`src/rtl/axi_pkg.sv`:
```
// Shared AXI4 encodings and the state type of the master-side bridge.
package axi_pkg;

    typedef enum logic [1:0] {
        BURST_FIXED = 2'b00,
        BURST_INCR  = 2'b01,
        BURST_WRAP  = 2'b10
    } burst_e;

    typedef enum logic [1:0] {
        RESP_OKAY   = 2'b00,
        RESP_EXOKAY = 2'b01,
        RESP_SLVERR = 2'b10,
        RESP_DECERR = 2'b11
    } resp_e;

    localparam logic [2:0] SIZE_1B = 3'd0;
    localparam logic [2:0] SIZE_2B = 3'd1;
    localparam logic [2:0] SIZE_4B = 3'd2;

    typedef enum logic [2:0] {
        ST_IDLE  = 3'd0,
        ST_RADDR = 3'd1,
        ST_RDATA = 3'd2,
        ST_WADDR = 3'd3,
        ST_WRESP = 3'd4
    } state_e;

endpackage

```
`src/rtl/axi4_master_port_if.sv`:
```
// AXI4 bus bundle (AW/W/B/AR/R) between the bridge and its responder.
interface axi4_master_port_if;

    logic        awready;
    logic        awvalid;
    logic [31:0] awaddr;
    logic [3:0]  awid;
    logic [7:0]  awlen;
    logic [2:0]  awsize;
    logic [1:0]  awburst;

    logic        wready;
    logic        wvalid;
    logic [31:0] wdata;
    logic [3:0]  wstrb;
    logic        wlast;

    logic        bready;
    logic        bvalid;
    logic [1:0]  bresp;
    logic [3:0]  bid;

    logic        arready;
    logic        arvalid;
    logic [31:0] araddr;
    logic [3:0]  arid;
    logic [7:0]  arlen;
    logic [2:0]  arsize;
    logic [1:0]  arburst;

    logic        rready;
    logic        rvalid;
    logic [31:0] rdata;
    logic [1:0]  rresp;
    logic        rlast;
    logic [3:0]  rid;

    modport master (
        input  awready, output awvalid, awaddr, awid, awlen, awsize, awburst,
        input  wready,  output wvalid, wdata, wstrb, wlast,
        output bready,  input  bvalid, bresp, bid,
        input  arready, output arvalid, araddr, arid, arlen, arsize, arburst,
        output rready,  input  rvalid, rdata, rresp, rlast, rid
    );

    modport slave (
        output awready, input  awvalid, awaddr, awid, awlen, awsize, awburst,
        output wready,  input  wvalid, wdata, wstrb, wlast,
        input  bready,  output bvalid, bresp, bid,
        output arready, input  arvalid, araddr, arid, arlen, arsize, arburst,
        input  rready,  output rvalid, rdata, rresp, rlast, rid
    );

endinterface

```
`src/rtl/axi4_master_port.sv`:
```
// Single-outstanding AXI4 master bridge: one load/store/refill request at a
// time turned into an AR+R burst or a single-beat AW+W+B write.
//
// state    | meaning
// ---------|-----------------------------------------------------------
// ST_IDLE  | req_ready high, waiting for a request
// ST_RADDR | arvalid held with the registered request until arready
// ST_RDATA | R beats passed straight through to rsp, counting down
// ST_WADDR | awvalid/wvalid raised together, each drops after its handshake
// ST_WRESP | B response passed through to rsp
module axi4_master_port
    import axi_pkg::*;
#(
    parameter logic [3:0] ID = 4'd0
) (
    input  logic                      clock,
    input  logic                      reset,
    input  logic                      req_valid,
    output logic                      req_ready,
    input  logic                      req_write,
    input  logic [31:0]               req_addr,
    input  logic [7:0]                req_len,
    input  logic [2:0]                req_size,
    input  logic [31:0]               req_wdata,
    input  logic [3:0]                req_wstrb,
    output logic                      rsp_valid,
    input  logic                      rsp_ready,
    output logic [31:0]               rsp_data,
    output logic                      rsp_last,
    output logic                      rsp_err,
    axi4_master_port_if.master        axi
);

    state_e      state_q, state_d;
    logic [31:0] addr_q, addr_d;
    logic [7:0]  len_q, len_d;
    logic [2:0]  size_q, size_d;
    logic [31:0] wdata_q, wdata_d;
    logic [3:0]  wstrb_q, wstrb_d;
    logic [7:0]  beat_cnt_q, beat_cnt_d;
    logic        arvalid_q, arvalid_d;
    logic        awvalid_q, awvalid_d;
    logic        wvalid_q, wvalid_d;
    logic        aw_done_q, aw_done_d;
    logic        w_done_q, w_done_d;

    logic ar_hs, aw_hs, w_hs, r_hs, b_hs;

    // IDs are not checked: only one transaction is ever in flight.
    logic unused_ids;
    assign unused_ids = ^{axi.bid, axi.rid};

    // Valids and payloads come straight from flops so they are glitch-free.
    assign axi.arvalid = arvalid_q;
    assign axi.araddr  = addr_q;
    assign axi.arid    = ID;
    assign axi.arlen   = len_q;
    assign axi.arsize  = size_q;
    assign axi.arburst = BURST_INCR;
    assign axi.awvalid = awvalid_q;
    assign axi.awaddr  = addr_q;
    assign axi.awid    = ID;
    assign axi.awlen   = 8'd0;
    assign axi.awsize  = size_q;
    assign axi.awburst = BURST_INCR;
    assign axi.wvalid  = wvalid_q;
    assign axi.wdata   = wdata_q;
    assign axi.wstrb   = wstrb_q;
    assign axi.wlast   = wvalid_q;

    assign ar_hs = arvalid_q & axi.arready;
    assign aw_hs = awvalid_q & axi.awready;
    assign w_hs  = wvalid_q & axi.wready;
    assign r_hs  = axi.rvalid & axi.rready;
    assign b_hs  = axi.bvalid & axi.bready;

    // State and request registers with synchronous reset.
    always_ff @(posedge clock) begin
        if (reset) begin
            state_q    <= ST_IDLE;
            addr_q     <= '0;
            len_q      <= '0;
            size_q     <= '0;
            wdata_q    <= '0;
            wstrb_q    <= '0;
            beat_cnt_q <= '0;
            arvalid_q  <= 1'b0;
            awvalid_q  <= 1'b0;
            wvalid_q   <= 1'b0;
            aw_done_q  <= 1'b0;
            w_done_q   <= 1'b0;
        end else begin
            state_q    <= state_d;
            addr_q     <= addr_d;
            len_q      <= len_d;
            size_q     <= size_d;
            wdata_q    <= wdata_d;
            wstrb_q    <= wstrb_d;
            beat_cnt_q <= beat_cnt_d;
            arvalid_q  <= arvalid_d;
            awvalid_q  <= awvalid_d;
            wvalid_q   <= wvalid_d;
            aw_done_q  <= aw_done_d;
            w_done_q   <= w_done_d;
        end
    end

    // Response side is combinational pass-through; nothing is buffered.
    always_comb begin
        req_ready  = 1'b0;
        rsp_valid  = 1'b0;
        rsp_data   = '0;
        rsp_last   = 1'b0;
        rsp_err    = 1'b0;
        axi.rready = 1'b0;
        axi.bready = 1'b0;
        if (!reset) begin
            case (state_q)
                ST_IDLE: req_ready = 1'b1;
                ST_RDATA: begin
                    axi.rready = rsp_ready;
                    rsp_valid  = axi.rvalid;
                    rsp_data   = axi.rdata;
                    rsp_last   = axi.rlast;
                    rsp_err    = (axi.rresp != RESP_OKAY) |
                                 (axi.rlast != (beat_cnt_q == 8'd0));
                end
                ST_WRESP: begin
                    axi.bready = rsp_ready;
                    rsp_valid  = axi.bvalid;
                    rsp_last   = 1'b1;
                    rsp_err    = (axi.bresp != RESP_OKAY);
                end
                default: ;
            endcase
        end
    end

    // Next-state logic, request capture and handshake bookkeeping.
    always_comb begin
        state_d    = state_q;
        addr_d     = addr_q;
        len_d      = len_q;
        size_d     = size_q;
        wdata_d    = wdata_q;
        wstrb_d    = wstrb_q;
        beat_cnt_d = beat_cnt_q;
        arvalid_d  = arvalid_q;
        awvalid_d  = awvalid_q;
        wvalid_d   = wvalid_q;
        aw_done_d  = aw_done_q;
        w_done_d   = w_done_q;
        case (state_q)
            ST_IDLE: begin
                if (req_valid) begin
                    addr_d  = req_addr;
                    len_d   = req_len;
                    size_d  = req_size;
                    wdata_d = req_wdata;
                    wstrb_d = req_wstrb;
                    if (req_write) begin
                        awvalid_d = 1'b1;
                        wvalid_d  = 1'b1;
                        state_d   = ST_WADDR;
                    end else begin
                        arvalid_d = 1'b1;
                        state_d   = ST_RADDR;
                    end
                end
            end
            ST_RADDR: begin
                if (ar_hs) begin
                    arvalid_d  = 1'b0;
                    beat_cnt_d = len_q;
                    state_d    = ST_RDATA;
                end
            end
            ST_RDATA: begin
                if (r_hs) begin
                    beat_cnt_d = beat_cnt_q - 8'd1;
                    if (axi.rlast) state_d = ST_IDLE;
                end
            end
            ST_WADDR: begin
                if (aw_hs) begin
                    awvalid_d = 1'b0;
                    aw_done_d = 1'b1;
                end
                if (w_hs) begin
                    wvalid_d = 1'b0;
                    w_done_d = 1'b1;
                end
                if ((aw_done_q | aw_hs) & (w_done_q | w_hs)) begin
                    aw_done_d = 1'b0;
                    w_done_d  = 1'b0;
                    state_d   = ST_WRESP;
                end
            end
            ST_WRESP: begin
                if (b_hs) state_d = ST_IDLE;
            end
            default: state_d = ST_IDLE;
        endcase
    end

endmodule

```
`src/flat_wrapper.sv`:
```
// flat-port wrapper written by rule: the top's interface ports become plain ports
module axi4_master_port_flat import axi_pkg::*;
#(
    parameter logic [3:0] ID = 4'd0
)
  (clock, reset, req_valid, req_ready, req_write, req_addr, req_len, req_size, req_wdata, req_wstrb, rsp_valid, rsp_ready, rsp_data, rsp_last, rsp_err, axi_awready, axi_awvalid, axi_awaddr, axi_awid, axi_awlen, axi_awsize, axi_awburst, axi_wready, axi_wvalid, axi_wdata, axi_wstrb, axi_wlast, axi_bready, axi_bvalid, axi_bresp, axi_bid, axi_arready, axi_arvalid, axi_araddr, axi_arid, axi_arlen, axi_arsize, axi_arburst, axi_rready, axi_rvalid, axi_rdata, axi_rresp, axi_rlast, axi_rid);
  axi4_master_port_if axi_i ();
  input  logic clock;
  input  logic reset;
  input  logic req_valid;
  output logic req_ready;
  input  logic req_write;
  input  logic [31:0] req_addr;
  input  logic [7:0] req_len;
  input  logic [2:0] req_size;
  input  logic [31:0] req_wdata;
  input  logic [3:0] req_wstrb;
  output logic rsp_valid;
  input  logic rsp_ready;
  output logic [31:0] rsp_data;
  output logic rsp_last;
  output logic rsp_err;
  input wire logic [$bits(axi_i.awready)-1:0] axi_awready;
  output wire logic [$bits(axi_i.awvalid)-1:0] axi_awvalid;
  output wire logic [$bits(axi_i.awaddr)-1:0] axi_awaddr;
  output wire logic [$bits(axi_i.awid)-1:0] axi_awid;
  output wire logic [$bits(axi_i.awlen)-1:0] axi_awlen;
  output wire logic [$bits(axi_i.awsize)-1:0] axi_awsize;
  output wire logic [$bits(axi_i.awburst)-1:0] axi_awburst;
  input wire logic [$bits(axi_i.wready)-1:0] axi_wready;
  output wire logic [$bits(axi_i.wvalid)-1:0] axi_wvalid;
  output wire logic [$bits(axi_i.wdata)-1:0] axi_wdata;
  output wire logic [$bits(axi_i.wstrb)-1:0] axi_wstrb;
  output wire logic [$bits(axi_i.wlast)-1:0] axi_wlast;
  output wire logic [$bits(axi_i.bready)-1:0] axi_bready;
  input wire logic [$bits(axi_i.bvalid)-1:0] axi_bvalid;
  input wire logic [$bits(axi_i.bresp)-1:0] axi_bresp;
  input wire logic [$bits(axi_i.bid)-1:0] axi_bid;
  input wire logic [$bits(axi_i.arready)-1:0] axi_arready;
  output wire logic [$bits(axi_i.arvalid)-1:0] axi_arvalid;
  output wire logic [$bits(axi_i.araddr)-1:0] axi_araddr;
  output wire logic [$bits(axi_i.arid)-1:0] axi_arid;
  output wire logic [$bits(axi_i.arlen)-1:0] axi_arlen;
  output wire logic [$bits(axi_i.arsize)-1:0] axi_arsize;
  output wire logic [$bits(axi_i.arburst)-1:0] axi_arburst;
  output wire logic [$bits(axi_i.rready)-1:0] axi_rready;
  input wire logic [$bits(axi_i.rvalid)-1:0] axi_rvalid;
  input wire logic [$bits(axi_i.rdata)-1:0] axi_rdata;
  input wire logic [$bits(axi_i.rresp)-1:0] axi_rresp;
  input wire logic [$bits(axi_i.rlast)-1:0] axi_rlast;
  input wire logic [$bits(axi_i.rid)-1:0] axi_rid;
  assign axi_i.awready = axi_awready;
  assign axi_awvalid = axi_i.awvalid;
  assign axi_awaddr = axi_i.awaddr;
  assign axi_awid = axi_i.awid;
  assign axi_awlen = axi_i.awlen;
  assign axi_awsize = axi_i.awsize;
  assign axi_awburst = axi_i.awburst;
  assign axi_i.wready = axi_wready;
  assign axi_wvalid = axi_i.wvalid;
  assign axi_wdata = axi_i.wdata;
  assign axi_wstrb = axi_i.wstrb;
  assign axi_wlast = axi_i.wlast;
  assign axi_bready = axi_i.bready;
  assign axi_i.bvalid = axi_bvalid;
  assign axi_i.bresp = axi_bresp;
  assign axi_i.bid = axi_bid;
  assign axi_i.arready = axi_arready;
  assign axi_arvalid = axi_i.arvalid;
  assign axi_araddr = axi_i.araddr;
  assign axi_arid = axi_i.arid;
  assign axi_arlen = axi_i.arlen;
  assign axi_arsize = axi_i.arsize;
  assign axi_arburst = axi_i.arburst;
  assign axi_rready = axi_i.rready;
  assign axi_i.rvalid = axi_rvalid;
  assign axi_i.rdata = axi_rdata;
  assign axi_i.rresp = axi_rresp;
  assign axi_i.rlast = axi_rlast;
  assign axi_i.rid = axi_rid;
  axi4_master_port #(.ID(ID)) u_core (.clock(clock), .reset(reset), .req_valid(req_valid), .req_ready(req_ready), .req_write(req_write), .req_addr(req_addr), .req_len(req_len), .req_size(req_size), .req_wdata(req_wdata), .req_wstrb(req_wstrb), .rsp_valid(rsp_valid), .rsp_ready(rsp_ready), .rsp_data(rsp_data), .rsp_last(rsp_last), .rsp_err(rsp_err), .axi(axi_i));
endmodule
```
`config.mk`:
```
export PLATFORM = sky130hd
export DESIGN_NAME = axi4_master_port_flat
export DESIGN_NICKNAME = d
export VERILOG_FILES = /design/src/rtl/axi_pkg.sv /design/src/rtl/axi4_master_port_if.sv /design/src/rtl/axi4_master_port.sv /design/src/flat_wrapper.sv
export SDC_FILE = /design/constraint.sdc
export NUM_CORES = 1
export LEC_CHECK = 0
export BUFFER_PORTS_ARGS = -buffer_cell sky130_fd_sc_hd__clkbuf_2
export CAP_MARGIN = 20
export CORE_AREA = 5 5 117 119
export DETAILED_ROUTE_END_ITERATION = 8
export DIE_AREA = 0 0 122 124
export PLACE_DENSITY = 0.73
export SETUP_SLACK_MARGIN = 0.1
export SLEW_MARGIN = 20
export SYNTH_ARGS = -nofsm -noshare
export SYNTH_HDL_FRONTEND = slang
export SYNTH_SLANG_ARGS = --single-unit
```
`constraint.sdc`:
```
create_clock -name clock -period 1.8 [get_ports clock]
set_clock_uncertainty 0.15 [all_clocks]
set_input_delay 0.18 -clock clock [delete_from_list [all_inputs] [get_ports clock]]
set_output_delay 0.18 -clock clock [all_outputs]
set_load 0.05 [all_outputs]
```
==> flow_summary.yaml, run 1 <==
outcome:
  status: "finished with violations"
  violations: "negative setup slack"
clocking:
  cts_max_level: 3
  clk_pin_slew_ns: 0.07
  clockBufferDepth: 2
  root_buffer: "clkbuf_16"
  numCtsBuffers: 9
  cts_tree: "yes"
  cts.sinks: 95
  clkLatencyLatePin_ns: 0.34
logic_synthesis:
  yosys.area.top_type: "dfxtp_1"
  synthArstFlopShare: 0
  synth_area_um2: 4430
  synth_edf_count: 0
  ys_warn_count: 0
  synthFlopType: "dfxtp_1"
  syn-mean-instance-area_um2: 7.74
  yosys-top-cells-area: "dfxtp_1 (43%), nand2_1 (15%), a21oi_1 (11%)"
  syn_inst: 572
  synth_seq_area_share: 0.429
  yosysUniqueCellTypes: 46
  ys_ff_latch: 95
  synth.top_cell.area_share: 0.429
critical_path:
  r2r-end: "u_core.axi.arlen[1]"
  crit_family: "simple AND/OR/NAND/NOR gates"
  reg2reg_depth: 7
  endpoint_kind: "output pin"
  critPathKind: "register to output pin"
  rrSetupSlack_ns: -0.17
  slowest_stage: "dfxtp_4"
  critPathBufInv: 3
  critPathArrivalTime_ns: 1.70
  worst-path-max-fanout: 9
  slowest_delay_ns: 0.37
  crit_chain: "nor4b_4, buf_4, buf_8, and2_4, buf_12"
  critPathLaunch: "u_core.state_q[2]"
  regToRegStartpoint: "u_core.state_q[0]"
  crit_path_end: "rsp_data[5]"
  start_kind: "register"
  cp.depth: 5
  critPathRequiredTime_ns: 1.47
floorplanning:
  dieArea_um2: 15100
  initial_core_util: 0.355
  coreArea_um2: 12500
  die_h_um: 124
  num_rows: 41
  chipWidth_um: 122
  ioPinCount: 310
route:
  drc: 0
  wl_per_cell_um: 18.2
  drt_iter0_markers: 282
  routed_wl_mm: 20.0
  ant_nets: 0
  firstDrtPassIters: 4
  viasPerCell: 4.84
  vias: 5331
grt:
  grt_max_degree: 67
  grtUsageMet1: 0.268
  grt_overflow: 0
  busiest_layer: "met2"
  grt_util_all_layers: 0.227
  grt_pass1_vias: 5085
  grt_pass1_wl_mm: 26.7
  antenna_found_initial: 1
  gr-usage-met2: 0.390
  met3_usage: 0.0681
pwr:
  p_comb_frac: 0.368
  ir_drop_uv: 448
  p_clk_frac: 0.295
  netSwitchingFraction: 0.373
  p_int_mw: 4.47
  switching_power_mw: 2.66
  leakage_nw: 3.94
  p_per_area_nw_per_um2: 836
  p_seq_frac: 0.336
  p_total_mw: 7.13
sta:
  setup_slack_ns: -0.231
  slew_viol_final: 0
  fin_crit_sh: 1.13
  hold_viol: 0
  finalSetupTns_ns: -14.66
  rsz0062_at_grt: "true"
  final.min_clock_period_ns: 2.03
  final-setup-viol-count: 112
  max_freq_mhz: 492
place:
  dpl.hpwl_mm: 10.8
  io_buffers: 281
  place_congestion: 0.845
hold_path:
  min_path_type: "input port to register"
final_layout:
  syn_to_final_growth_pct: 92.6
  nets: 1060
  final_util: 0.684
  final_common_cell: "clkbuf_2"
  final_cell_mix: "clkbuf_2 (242), nand2_1 (110), dfxtp_1 (92)"
  layout-drive-gt1-share: 0.539
job:
  maxCapViolations: 0
per-layer routing:
layer / wire (um) / share of wire
met1: 7570 / 0.38
met4: 407 / 0.020
met2: 10300 / 0.52
met5: 0 / 0
met3: 1690 / 0.085
synthesized netlist by cell type, types with 3 or more instances:
cell and n:
nor4_1 3, nand2_1 172, nor3_1 7, inv_1 4
buf_6 4, dfxtp_1 95, a31oi_1 4, buf_4 58
nor2_1 13, a21oi_1 94, and2_1 33, buf_2 17
a21o_1 3, clkbuf_1 15, nand3_1 5, o21ai_0 7
cell type report:
type	instances	area (um2)
clock buffer	10	239
timing repair buffer	415	3490
sequential	95	1910
inverter	4	15.0
multi-input combinational	399	2560
tap	172	215
fill	906	3940
antenna	1	2.50
clock inverter	6	92.6
how the worst min path moves through the flow:
stage                 from                 end  slack (ns)  depth (start not counted)
2_1_floorplan  axi_awready  u_core.axi.awvalid        0.13                          1
3_3_place_gp   axi_awready  u_core.axi.awvalid        0.25                          2
3_5_place_dp   axi_awready  u_core.axi.awvalid        0.26                          2
4_1_cts         axi_bvalid   u_core.state_q[2]        0.04                          4
5_1_grt         axi_bvalid   u_core.state_q[2]        0.10                          4
6_report        axi_bvalid   u_core.state_q[2]        0.09                          4
through the flow:
step           cells  cell area, um2  hold slack (ns)  worst slack [ns]
2_1_floorplan    590            4570            0.127             0.156
3_3_place_gp     971            6090            0.253            0.0562
3_5_place_dp     971            6090            0.257            0.0430
4_1_cts         1087            7870           0.0425            -0.210
5_1_grt         1102            8530            0.102            -0.261
6_report        1102            8530           0.0942            -0.231
worst reg2reg max path, stage by stage (launching register included):
cell and delay (ns):
dfxtp_4 0.37, buf_4 0.14, buf_6 0.12, or4b_4 0.61, buf_12 0.17, buf_16 0.14
nand2_2 0.08, a21oi_1 0.08
sequential cells by signal, indices dropped and copies added (netlist names):
name and count:
u_core.beat_cnt_q 8, u_core.axi.arsize 3, u_core.axi.araddr 32, u_core.axi.wdata 32, u_core.axi.arlen 8, u_core.axi.arvalid 1, u_core.axi.awvalid 1, u_core.w_done_q 1
u_core.axi.wstrb 4, u_core.aw_done_q 1, u_core.state_q 3, u_core.axi.wlast 1
logic make-up after synthesis:
group	count (synthesis)	share of synthesized area
other	2	0.00170
xor gates and xnor gates	1	0.00198
buffers and inverters	98	0.144
and+or+nand+nor	250	0.259
muxes	1	0.00254
DFF	95	0.429
AOI/OAI and AO/OA	123	0.156
adders and majority gates	2	0.00565
timing repair:
action / in CTS / in global routing
gates cloned: 11 / 9
pin swaps: 7 / 60
endpoints found under the hold margin: 81 / 0
setup endpoints to repair: 123 / 128
hold buffers: 82 / 0
resized for setup: 85 / 190
setup buffers: 7 / 15
power by group through the flow:
| stage | Clock (mW) | Combinational (mW) | Sequential, mW |
|---|---|---|---|
| 6_report | 2.11 | 2.63 | 2.40 |
| 5_1_grt | 2.26 | 2.75 | 2.42 |
| 4_1_cts | 2.16 | 2.38 | 2.36 |
| 3_5_place_dp | 0 | 1.94 | 2.40 |
| 3_3_place_gp | 0 | 1.93 | 2.40 |
| 2_1_floorplan | 0 | 0.990 | 2.87 |
Note: power is estimated with default switching activity, not from simulation.
==> run 2, diff against run 1 <==
- CTS_BUF_LIST: not set -> sky130_fd_sc_hd__clkbuf_4
==> flow_summary.yaml, run 2 (synthesis results as in run 1) <==
route:
  ant_nets: 0
  drt_iter0_markers: 292
  drc: 0
  firstDrtPassIters: 5
  wl_per_cell_um: 18.4
  viasPerCell: 4.94
  vias: 5526
  routed_wl_mm: 20.5
critical_path:
  slowest_delay_ns: 0.38
  endpoint_kind: "output pin"
  critPathBufInv: 3
  start_kind: "register"
  critPathLaunch: "u_core.state_q[2]"
  rrSetupSlack_ns: -0.30
  r2r-end: "u_core.axi.wdata[29]"
  critPathRequiredTime_ns: 1.47
  critPathKind: "register to output pin"
  crit_chain: "nor4b_4, buf_4, clkbuf_16, a21o_2, buf_12"
  regToRegStartpoint: "u_core.state_q[0]"
  worst-path-max-fanout: 5
  crit_family: "buffers and inverters"
  slowest_stage: "dfxtp_4"
  reg2reg_depth: 8
  crit_path_end: "rsp_err"
  cp.depth: 5
  critPathArrivalTime_ns: 1.87
sta:
  whs_ns: 0.0746
  final-setup-viol-count: 129
  slew_viol_final: 0
  rsz0062_at_grt: "true"
  final.min_clock_period_ns: 2.20
  fin_crit_sh: 1.22
  finalSetupTns_ns: -32.87
  max_freq_mhz: 455
  slew_headroom: 0.533
  setup_slack_ns: -0.398
  worst_slew_pin_slew_ns: 0.694
  hold_viol: 0
final_layout:
  layout-drive-gt1-share: 0.567
  final_util: 0.696
  stdcell_count: 1118
  syn_to_final_growth_pct: 96.1
  final_common_cell: "clkbuf_2"
  final_cell_mix: "clkbuf_2 (241), nand2_1 (96), dfxtp_1 (91)"
  fillers: 887
  nets: 1076
  postLayoutCellArea_um2: 8680
outcome:
  violations: "negative setup slack"
  status: "finished with violations"
grt:
  grt_pass1_wl_mm: 28.3
  grt_overflow: 0
  antenna_found_initial: 1
  grt_max_degree: 67
  grt_pass1_vias: 5384
  grt_util_all_layers: 0.240
place:
  detailed_place.area_um2: 6090
  place_inst: 971
  dpl.hpwl_mm: 10.8
  place_congestion: 0.845
  io_buffers: 281
hold_path:
  hold_depth: 3
  min_path_type: "input port to register"
  worstHoldStart: "reset"
floorplanning:
  num_rows: 41
  initial_core_util: 0.355
  ioPinCount: 310
  die_h_um: 124
  chipWidth_um: 122
  dieArea_um2: 15100
  coreArea_um2: 12500
clocking:
  clk_pin_slew_ns: 0.15
  clockBufferDepth: 2
  root_buffer: "clkbuf_4"
  cts.sinks: 95
  cts_max_level: 3
  clkLatencyLatePin_ns: 0.47
  cts_tree: "yes"
  numCtsBuffers: 9
job:
  maxCapViolations: 0
pwr:
  leakage_nw: 4.05
  ir_drop_uv: 411
  p_per_area_nw_per_um2: 751
[run 2: cell count changes in the layout (fill, tap and decap cells not counted), moves of 8 or more]
| cell | change |
|---|---|
| nand2_1 | -14 |
| nand2_4 | +13 |
| clkbuf_16 | -11 |
| a21oi_2 | +9 |
| buf_6 | +9 |
| clkbuf_4 | +9 |
| a21oi_1 | -8 |
[run 2: per-layer routing]
| layer | up-vias | wire [um] | global-route usage |
|---|---|---|---|
| li1 | 2548 | - | - |
| met1 | 2623 | 7850 | 0.278 |
| met2 | 298 | 10300 | 0.421 |
| met3 | 57 | 1660 | 0.0668 |
| met4 | 0 | 732 | 0.0938 |
| met5 | - | 0 | 0 |
[run 2: final cells by class]
cell class | instances | area (um2) | share of cell area
Multi-Input combinational cell | 399 | 2670 | 0.308
Antenna cell | 1 | 2.50 | 0.000288
Timing Repair Buffer | 431 | 3700 | 0.426
Sequential cell | 95 | 1910 | 0.220
Inverter | 4 | 15.0 | 0.00173
Tap cell | 172 | 215 | 0.0248
Clock inverter | 7 | 96.3 | 0.0111
Clock buffer | 9 | 67.6 | 0.00778
[run 2: per-stage QoR]
| stage | power [mW] | setup WS, ns |
|---|---|---|
| global route | 6.77 | -0.469 |
| global placement | 4.33 | 0.0562 |
| floorplan | 3.86 | 0.156 |
| CTS | 6.31 | -0.380 |
| finish | 6.52 | -0.398 |
| detailed placement | 4.34 | 0.0430 |
[run 2: worst min path at each step]
stage / to / slack (ns)
finish: u_core.state_q[2] / 0.07
global route: u_core.axi.wdata[23] / 0.06
global placement: u_core.axi.awvalid / 0.25
detailed placement: u_core.axi.awvalid / 0.26
CTS: u_core.state_q[2] / 0.04
floorplan: u_core.axi.awvalid / 0.13
[run 2: timing repair]
| item | 4_1_cts | 5_1_grt |
|---|---|---|
| setup endpoints to repair | 125 | 131 |
| hold endpoints to repair | 87 | 0 |
| pin swaps | 86 | 27 |
| cloned | 14 | 7 |
| hold buffers | 85 | 0 |
| setup buffers | 16 | 13 |
| resized for setup | 172 | 137 |
[run 2: report_power, final]
part	switching, mW	internal, mW
Sequential	0.161	2.25
Clock	0.779	0.568
Combinational	1.71	1.05
[run 2: worst min-delay path, stage by stage]
cell and delay [ns]:
buf_4 0.13, buf_12 0.22, nor2_1 0.12
==> run 3, diff against run 2 <==
- CORE_AREA: 5 5 117 119 -> 5 5 118 120
- DIE_AREA: 0 0 122 124 -> 0 0 123 125
- PLACE_DENSITY: 0.73 -> 0.72
==> flow_summary.yaml, run 3 (synthesis results as in run 1) <==
floorplanning:
  ioPinCount: 310
  initial_core_util: 0.344
  num_rows: 42
  die_h_um: 125
  coreArea_um2: 12900
  dieArea_um2: 15400
  chipWidth_um: 123
outcome:
  violations: "negative setup slack"
  status: "finished with violations"
pwr:
  leakage_nw: 4.60
  p_per_area_nw_per_um2: 725
  ir_drop_uv: 612
route:
  firstDrtPassIters: 4
  viasPerCell: 5.04
  ant_nets: 0
  routed_wl_mm: 23.3
  drt_iter0_markers: 317
  wl_per_cell_um: 20.5
  vias: 5743
  drc: 0
grt:
  grt_pass1_vias: 5393
  antenna_found_initial: 3
  grt_max_degree: 92
  grt_overflow: 0
  grt_pass1_wl_mm: 29.0
  grt_util_all_layers: 0.239
sta:
  rsz0062_at_grt: "true"
  fin_crit_sh: 1.22
  hold_viol: 0
  max_freq_mhz: 455
  slew_viol_final: 0
  finalSetupTns_ns: -23.37
  whs_ns: 0.145
  worst_slew_pin_slew_ns: 0.628
  final.min_clock_period_ns: 2.20
  slew_headroom: 0.581
  final-setup-viol-count: 130
  setup_slack_ns: -0.399
final_layout:
  postLayoutCellArea_um2: 9670
  final_util: 0.751
  fillers: 773
  nets: 1091
  syn_to_final_growth_pct: 118
  seqCellArea_um2: 1910
  multi_input_area_um2: 3350
  final_cell_mix: "clkbuf_2 (241), nand2_4 (101), dfxtp_1 (89)"
  final_common_cell: "clkbuf_2"
  layout-drive-gt1-share: 0.685
  stdcell_count: 1140
critical_path:
  start_kind: "register"
  crit_family: "simple AND/OR/NAND/NOR gates"
  critPathBufInv: 2
  critPathArrivalTime_ns: 1.87
  critPathKind: "register to output pin"
  endpoint_kind: "output pin"
  crit_chain: "nor4b_4, buf_6, o21ai_0, nand2_1, a21o_2, clkbuf_16"
  critPathRequiredTime_ns: 1.47
  slowest_stage: "dfxtp_4"
  slowest_delay_ns: 0.39
  worst-path-max-fanout: 8
place:
  place_inst: 975
  dpl.hpwl_mm: 10.1
  detailed_place.area_um2: 5970
  place_congestion: 0.813
  io_buffers: 281
job:
  maxCapViolations: 0
clocking:
  cts_max_level: 3
  clkLatencyLatePin_ns: 0.44
  clk_pin_slew_ns: 0.15
  cts.sinks: 95
  cts_tree: "yes"
  clockBufferDepth: 2
  numCtsBuffers: 9
  root_buffer: "clkbuf_4"
hold_path:
  min_path_type: "input port to register"
[run 3: cell count changes in the layout (fill, tap and decap cells not counted), sizes merged]
cell / delta
dlygate4sd3: +1
clkbuf: +16
buf: +1
bufbuf: -2
clkinvlp: -1
diode: +3
[run 3: where the power goes]
| part | switching (mW) | total [mW] | internal (mW) |
|---|---|---|---|
| combinational | 1.97 | 3.23 | 1.26 |
| clock | 0.756 | 1.35 | 0.592 |
| sequential | 0.173 | 2.42 | 2.25 |
[run 3: metal layers]
| metal | vias to the layer above | global-route usage | part of all wire |
|---|---|---|---|
| met4 | 0 | 0.0925 | 0.037 |
| met1 | 2782 | 0.276 | 0.37 |
| met5 | - | 0 | 0 |
| li1 | 2591 | - | - |
| met2 | 299 | 0.424 | 0.52 |
| met3 | 71 | 0.0551 | 0.071 |
[run 3: worst register-to-register path, delay by kind of cell (launching register included)]
kind	cells	cell delay, ns
and+or+nand+nor	2	0.36
AOI/OAI and AO/OA	1	0.13
buffers and inverters	6	0.93
DFF	1	0.39
[run 3: final cells by class]
type | count | area share
flip-flops and latches | 95 | 0.198
well taps | 176 | 0.0228
multi-input cells | 399 | 0.347
clock inverters | 6 | 0.00970
inverters | 4 | 0.00155
clock buffers | 10 | 0.00776
repair buffers | 446 | 0.413
diodes | 4 | 0.00104
[run 3: what timing repair did]
item,4_1_cts,5_1_grt
cloned,18,15
gates resized for setup,191,324
setup endpoints to repair,89,131
hold buffers,86,0
setup buffers,22,12
hold endpoints to repair,87,0
pin swaps,61,181
[run 3: through the flow]
stage,power [mW],setup WS (ns)
CTS,6.38,-0.329
finish,7.01,-0.399
floorplan,3.86,0.156
global placement,4.28,0.0474
global route,7.28,-0.506
detailed placement,4.30,0.0303
[run 3: worst paths after layout]
kind,startpoint,to,slack (ns),cells after the start
min reg2reg,u_core.axi.wdata[8],u_core.axi.wdata[8],0.32,2
min,axi_rvalid,u_core.state_q[1],0.14,4
max reg2reg,u_core.state_q[2],u_core.axi.wdata[12],-0.24,9
max,u_core.state_q[2],rsp_err,-0.40,6
